`config.mk`:
```
export PLATFORM = sky130hd
export DESIGN_NAME = fp_operand_pairer
export DESIGN_NICKNAME = d
export VERILOG_FILES = /design/src/rtl/fp_pkg.sv /design/src/rtl/sync_fifo.sv /design/src/rtl/fp_operand_pairer.sv
export SDC_FILE = /design/constraint.sdc
export NUM_CORES = 1
export LEC_CHECK = 0
export BUFFER_PORTS_ARGS = -buffer_cell sky130_fd_sc_hd__buf_4
export CORE_MARGIN = 2
export CORE_UTILIZATION = 40
export DETAILED_ROUTE_END_ITERATION = 16
export PLACE_DENSITY = 0.58
export SLEW_MARGIN = 20
export SYNTH_ARGS = -nofsm -noshare
export SYNTH_HDL_FRONTEND = slang
export SYNTH_SLANG_ARGS = --single-unit
```
`constraint.sdc`:
```
create_clock -name clkIn -period 2.2 [get_ports clkIn]
set_input_delay 0.44 -clock clkIn [delete_from_list [all_inputs] [get_ports clkIn]]
set_output_delay 0.44 -clock clkIn [all_outputs]
set_load 0.01 [all_outputs]
```
`src/rtl/fp_pkg.sv`:
```
// -----------------------------------------------------------------------------
// fp_pkg
// Shared single-precision definitions for the floating-point datapath. Both
// the operand pairer and floating_point_add import this package so the operand
// width and type stay in one place.
//
// Contents:
//   FP_WIDTH      - IEEE-754 single-precision word width (32)
//   fp32_t        - raw single-precision word (bits are never interpreted here)
//   PAIR_CNT_W    - width of the optional pair handshake counter
//   fp_ptr_width  - pointer width for a power-of-two buffer depth
// -----------------------------------------------------------------------------
package fp_pkg;

    localparam int FP_WIDTH   = 32;
    localparam int PAIR_CNT_W = 16;

    typedef logic [FP_WIDTH-1:0] fp32_t;

    // A depth-1 buffer would otherwise give a zero-width pointer.
    function automatic int fp_ptr_width(input int depth);
        return (depth > 1) ? $clog2(depth) : 1;
    endfunction

endpackage : fp_pkg

```
`src/rtl/sync_fifo.sv`:
```
// -----------------------------------------------------------------------------
// sync_fifo
// Single-clock FIFO with registered storage and a show-ahead read port. The
// head entry is presented on rdata_o whenever empty_o is low; pop_i consumes
// it on the next rising edge.
//
// Parameters:
//   WIDTH  - entry width
//   DEPTH  - number of entries (power of two, >= 2)
//
// Ports:
//   clk_i    - clock, rising edge
//   rst_ni   - asynchronous active-low reset (pointers and occupancy cleared)
//   flush_i  - synchronous clear; overrides push_i and pop_i
//   push_i   - write wdata_i (ignored while full)
//   wdata_i  - write data
//   pop_i    - consume the head entry (ignored while empty)
//   rdata_o  - head entry
//   full_o   - occupancy == DEPTH
//   empty_o  - occupancy == 0
// -----------------------------------------------------------------------------
module sync_fifo
    import fp_pkg::*;
#(
    parameter int WIDTH = 32,
    parameter int DEPTH = 4
) (
    input  logic             clk_i,
    input  logic             rst_ni,
    input  logic             flush_i,
    input  logic             push_i,
    input  logic [WIDTH-1:0] wdata_i,
    input  logic             pop_i,
    output logic [WIDTH-1:0] rdata_o,
    output logic             full_o,
    output logic             empty_o
);

    localparam int PTR_W = fp_ptr_width(DEPTH);
    localparam int CNT_W = $clog2(DEPTH) + 1;

    logic [WIDTH-1:0] mem_q [DEPTH];
    logic [PTR_W-1:0] wr_ptr_q, wr_ptr_d;
    logic [PTR_W-1:0] rd_ptr_q, rd_ptr_d;
    logic [CNT_W-1:0] count_q, count_d;
    logic             push_ok;
    logic             pop_ok;

    assign full_o  = (count_q == CNT_W'(DEPTH));
    assign empty_o = (count_q == '0);
    assign rdata_o = mem_q[rd_ptr_q];

    // A full FIFO refuses a write even when the same edge pops an entry.
    assign push_ok = push_i && !full_o  && !flush_i;
    assign pop_ok  = pop_i  && !empty_o && !flush_i;

    always_comb begin
        wr_ptr_d = wr_ptr_q;
        rd_ptr_d = rd_ptr_q;
        count_d  = count_q;
        if (flush_i) begin
            wr_ptr_d = '0;
            rd_ptr_d = '0;
            count_d  = '0;
        end else begin
            // Pointers wrap naturally because DEPTH is a power of two.
            if (push_ok) wr_ptr_d = wr_ptr_q + 1'b1;
            if (pop_ok)  rd_ptr_d = rd_ptr_q + 1'b1;
            unique case ({push_ok, pop_ok})
                2'b10:   count_d = count_q + 1'b1;
                2'b01:   count_d = count_q - 1'b1;
                default: count_d = count_q;
            endcase
        end
    end

    always_ff @(posedge clk_i or negedge rst_ni) begin
        if (!rst_ni) begin
            wr_ptr_q <= '0;
            rd_ptr_q <= '0;
            count_q  <= '0;
        end else begin
            wr_ptr_q <= wr_ptr_d;
            rd_ptr_q <= rd_ptr_d;
            count_q  <= count_d;
        end
    end

    // Storage carries no reset: an entry is only visible once the occupancy
    // counter says it was written.
    always_ff @(posedge clk_i) begin
        if (push_ok) begin
            mem_q[wr_ptr_q] <= wdata_i;
        end
    end

endmodule : sync_fifo

```
`src/rtl/fp_operand_pairer.sv`:
```
// -----------------------------------------------------------------------------
// fp_operand_pairer
// Collects the A and B operand streams of floating_point_add into independent
// FIFOs and emits them as registered pairs. A pair leaves only when both
// FIFOs hold data; streams are never reordered and data passes bit-exact.
//
// Parameters:
//   DEPTH       - entries per operand FIFO (power of two, >= 2)
//   DATA_WIDTH  - operand width (single precision, 32)
//
// Ports:
//   clkIn        - clock, rising edge
//   rstIn        - asynchronous active-low reset
//   flushIn      - synchronous clear of both FIFOs and the output pair
//   dataAIn / validAIn / readyAOut - operand A stream
//   dataBIn / validBIn / readyBOut - operand B stream
//   dataAOut / dataBOut / validOut - paired output (to floating_point_add)
//   readyIn      - downstream accept
//   pairCountOut - output handshake count, wraps at 16 bits
//                  (present only when FP_PAIR_COUNT_EN is defined)
//
// Optional feature macro: FP_PAIR_COUNT_EN
// -----------------------------------------------------------------------------
module fp_operand_pairer
    import fp_pkg::*;
#(
    parameter int DEPTH      = 4,
    parameter int DATA_WIDTH = FP_WIDTH
) (
    input  logic                  clkIn,
    input  logic                  rstIn,
    input  logic                  flushIn,
    input  logic [DATA_WIDTH-1:0] dataAIn,
    input  logic                  validAIn,
    output logic                  readyAOut,
    input  logic [DATA_WIDTH-1:0] dataBIn,
    input  logic                  validBIn,
    output logic                  readyBOut,
    output logic [DATA_WIDTH-1:0] dataAOut,
    output logic [DATA_WIDTH-1:0] dataBOut,
    output logic                  validOut,
    input  logic                  readyIn
`ifdef FP_PAIR_COUNT_EN
    ,
    output logic [PAIR_CNT_W-1:0] pairCountOut
`endif
);

    logic                  a_full, a_empty;
    logic                  b_full, b_empty;
    logic [DATA_WIDTH-1:0] a_head, b_head;
    logic                  a_push, b_push;
    logic                  load_pair;

    logic                  accept_en_q;
    logic                  valid_q, valid_d;
    logic [DATA_WIDTH-1:0] data_a_q, data_a_d;
    logic [DATA_WIDTH-1:0] data_b_q, data_b_d;

    // Readies are held low during reset and rise on the first edge after
    // release; otherwise they depend on occupancy only.
    always_ff @(posedge clkIn or negedge rstIn) begin
        if (!rstIn) begin
            accept_en_q <= 1'b0;
        end else begin
            accept_en_q <= 1'b1;
        end
    end

    assign readyAOut = accept_en_q && !a_full;
    assign readyBOut = accept_en_q && !b_full;

    assign a_push = validAIn && readyAOut && !flushIn;
    assign b_push = validBIn && readyBOut && !flushIn;

    // Refill the output register when it is empty or being drained this edge.
    assign load_pair = !a_empty && !b_empty && (!valid_q || readyIn) && !flushIn;

    sync_fifo #(
        .WIDTH (DATA_WIDTH),
        .DEPTH (DEPTH)
    ) u_fifo_a (
        .clk_i   (clkIn),
        .rst_ni  (rstIn),
        .flush_i (flushIn),
        .push_i  (a_push),
        .wdata_i (dataAIn),
        .pop_i   (load_pair),
        .rdata_o (a_head),
        .full_o  (a_full),
        .empty_o (a_empty)
    );

    sync_fifo #(
        .WIDTH (DATA_WIDTH),
        .DEPTH (DEPTH)
    ) u_fifo_b (
        .clk_i   (clkIn),
        .rst_ni  (rstIn),
        .flush_i (flushIn),
        .push_i  (b_push),
        .wdata_i (dataBIn),
        .pop_i   (load_pair),
        .rdata_o (b_head),
        .full_o  (b_full),
        .empty_o (b_empty)
    );

    // Output pair register: flush wins, then a fresh pair, then a drain.
    always_comb begin
        valid_d  = valid_q;
        data_a_d = data_a_q;
        data_b_d = data_b_q;
        if (flushIn) begin
            valid_d = 1'b0;
        end else if (load_pair) begin
            valid_d  = 1'b1;
            data_a_d = a_head;
            data_b_d = b_head;
        end else if (valid_q && readyIn) begin
            valid_d = 1'b0;
        end
    end

    always_ff @(posedge clkIn or negedge rstIn) begin
        if (!rstIn) begin
            valid_q  <= 1'b0;
            data_a_q <= '0;
            data_b_q <= '0;
        end else begin
            valid_q  <= valid_d;
            data_a_q <= data_a_d;
            data_b_q <= data_b_d;
        end
    end

    assign validOut = valid_q;
    assign dataAOut = data_a_q;
    assign dataBOut = data_b_q;

`ifdef FP_PAIR_COUNT_EN
    logic [PAIR_CNT_W-1:0] pair_cnt_q, pair_cnt_d;

    // Counts every completed output handshake, flush included; wraps freely.
    assign pair_cnt_d = pair_cnt_q + 1'b1;

    always_ff @(posedge clkIn or negedge rstIn) begin
        if (!rstIn) begin
            pair_cnt_q <= '0;
        end else if (valid_q && readyIn) begin
            pair_cnt_q <= pair_cnt_d;
        end
    end

    assign pairCountOut = pair_cnt_q;
`endif

endmodule : fp_operand_pairer
```
==> flow_summary.toml <==
[outcome]
status = "complete, no violations"

[global_routing]
grt_usage_pct = 15.63
grt_overflow_total = 0
grt_max_degree = 38
grt_pass1_wl_um = 39650
antenna_found_initial = 1
grt_pass1_vias = 6926

[sta]
period_minus_slack_ps = 2181
fmax_mhz = 458.5
finClkSkew_ps = 9.478
finalCritPeriodShare_pct = 99.14
tightest_slew_ps = 608.9
rsz0062_at_grt = "yes"
maxSlewHeadroom_pct = 59.41
slew_violations = 0
finalSetupViolCount = 0
hold_violations = 0

[cells_and_area]
stdcell_count = 1234
drive_above_1_share_pct = 41.40
final_common_cell = "edfxtp_1"
finalNetCount = 882
syn_to_final_growth_pct = 24.06
fillers = 2566
final_cell_mix = "256 x edfxtp_1, 161 x buf_4, 75 x dfrtp_1, 64 x mux4_2, 39 x clkbuf_16"
final_util_pct = 50.48

[logic_synthesis]
synthSimpleGateAreaFrac_pct = 2.846
synth-xor-area-share_pct = 0.4775
synth_fp_nets = 694
syn_area_um2 = 12840
ys_seq_area_share_pct = 75.47
yosysUniqueCellTypes = 44
muxShareOfSynthArea_pct = 17.00
syn_area_per_cell_um2 = 20.91
yosysWarnings = 0
synth-compound-area-share_pct = 1.481
synth_top_family_by_area = "multiplexers"
synth_seq_cells = 336
synthFlopType = "edfxtp_1"
async_flop_share_pct = 23.81
synth_cells = 614
synthAdderAreaFrac_pct = 1.092
synth-edff-count = 256

[power_and_ir_drop]
total_power_uw = 18670
cellLeakagePower_uw = 0.005680
powerDensity_nw_per_um2 = 1172
vdd_ir_drop_max_v = 0.0006264

[setup_path]
required_ps = 2620
startpoint_type = "register"
cp_max_fo = 5
end_kind = "register"
critPathArrivalTime_ps = 2600
crit_path_cell_trace = "or3_4 > nand2_8 > buf_4 > nor4_1 > fa_2 > nor4_2 > o21ai_1 > a31oi_1"
ff2ff_setup_slack_ps = 20
max_stage_delay_ps = 440
crit_buf_inv = 1
slowest_stage = "dfrtp_2"
critPathTopFamily = "simple AND/OR/NAND/NOR gates"
critPathKind = "reg2reg"

[floorplan]
core_area_um2 = 31560
io_pins = 137
row_count = 65
die_area_um2 = 33550
fp.dieH_um = 183.2
dieWidth_um = 183.2
start_util_pct = 40.69

[routing]
final_antenna_net_count = 0
drcViolationCount = 0
vias = 6429
wl_per_cell_um = 21.01
firstDrtPassIters = 4
vias_per_cell = 5.210
first_iter_violations = 320
wl_um = 25930

[clock_network]
clk_pin_slew_ps = 60
clockBufferDepth = 3
cts_root_buf = "clkbuf_16"
cts_tree = "built"
cts_num_sinks = 336
cts_buffers = 37
clkLatencyLatePin_ps = 510
cts.htree.levels = 2

[place]
io_buffers = 136
routabilityCongestion = 0.8607
hpwlAfterDp_um = 15230
place_inst = 1154

[job]
maxCapViolations = 0

[worst_hold_path]
hp-class = "in2reg"
-- final cells by class --
cell class	instances	area, µm²	area share, %
flip-flops and latches	336	9696	60.87
multi-input cells	240	3008	18.88
repair buffers	181	1582	9.929
clock buffers	63	1086	6.819
well taps	402	503.0	3.158
clock inverters	5	28.78	0.1807
inverters	6	22.52	0.1414
diodes	1	2.502	0.01571
-- synthesized netlist by cell type, drive strengths merged (2+ instances only) --
library cell  count  share of area [%]
o311ai            2               0.14
a21oi            11               0.43
dfrtp            80                 16
fa                2               0.31
nand2b            3               0.15
xnor2             5               0.34
xor2              2               0.14
or3               4               0.19
and3              6               0.29
nor4              5               0.24
o21bai            2               0.12
a31oi             2              0.097
clkbuf           13               0.38
nand2             7               0.26
mux4             64                 11
buf              19                1.1
nand4             3               0.15
nor2             15               0.44
inv               6               0.18
o21ai             3               0.12
o32ai             2               0.14
edfxtp          256                 60
ha                8               0.78
mux2             64                5.6
mux2i             2               0.16
nor3              7               0.45
and2              9               0.44
-- layer usage --
layer	global-route usage, %	share of wire (%)	vias up	wire length [µm]
li1	-	-	2846	-
met1	19.57	41	3332	10650
met2	26.68	49	209	12810
met3	4.527	7.5	42	1942
met4	4.352	2.0	0	525
met5	0	0	-	0
-- kinds of logic (layout without fill, tap and decap cells) --
kind of cell	count (synthesis)	after routing
xor gates and xnor gates	7	7
and+or+nand+nor	63	63
AOI/OAI and AO/OA	29	29
DFF	336	336
adders and majority gates	10	10
buffers and inverters	38	255
other	1	2
muxes	130	130
-- flip-flops by register name, summed over array words and instances (netlist names) --
name,flops
u_fifo_b.rd_ptr_q,2
u_fifo_b.mem_q,128
dataAOut,32
validOut,1
u_fifo_a.mem_q,128
u_fifo_a.count_q,3
u_fifo_b.count_q,3
u_fifo_a.wr_ptr_q,2
u_fifo_b.wr_ptr_q,2
u_fifo_a.rd_ptr_q,2
dataBOut,32
accept_en_q,1
-- per-stage QoR --
| step | worst slack, ps | setup TNS [ps] | hold slack (ps) | area [µm²] |
|---|---|---|---|---|
| after floorplan | -97.76 | -97.76 | 144.4 | 12850 |
| after global placement | 47.06 | 0 | 474.9 | 14660 |
| after detailed placement | -138.4 | -238.4 | 478.9 | 14660 |
| after CTS | -26.15 | -27.41 | 104.7 | 15810 |
| after global routing | -110.9 | -155.4 | 107.1 | 15930 |
| final | 18.81 | 0 | 121.3 | 15930 |
-- where the power goes --
| part | switching [µW] | internal, µW |
|---|---|---|
| combinational | 2240 | 2710 |
| sequential | 449 | 7630 |
| clock | 2290 | 3350 |
| total | 4980 | 13700 |
-- worst paths after layout --
path / start / endpoint / depth (start not counted)
worst max register to register: u_fifo_a.count_q[1] / u_fifo_a.count_q[2] / 8
worst min-delay path: dataAIn[10] / u_fifo_a.mem_q[1][10] / 1
worst max-delay path: u_fifo_a.count_q[1] / u_fifo_a.count_q[2] / 8
min in group asynchronous: rstIn / dataBOut[23] / 2
worst min register to register: dataBOut[1] / dataBOut[1] / 1
max in group asynchronous: rstIn / dataBOut[11] / 3
-- timing repair --
| item | CTS | global route |
|---|---|---|
| endpoints found under the setup margin | 4 | 5 |
| resized for setup | 7 | 10 |
| hold endpoints to repair | 34 | 0 |
| hold buffers | 1 | 0 |
| pin swaps | 2 | 8 |
| buffers inserted | 0 | 10 |
Power figures use the tool's default switching activity.
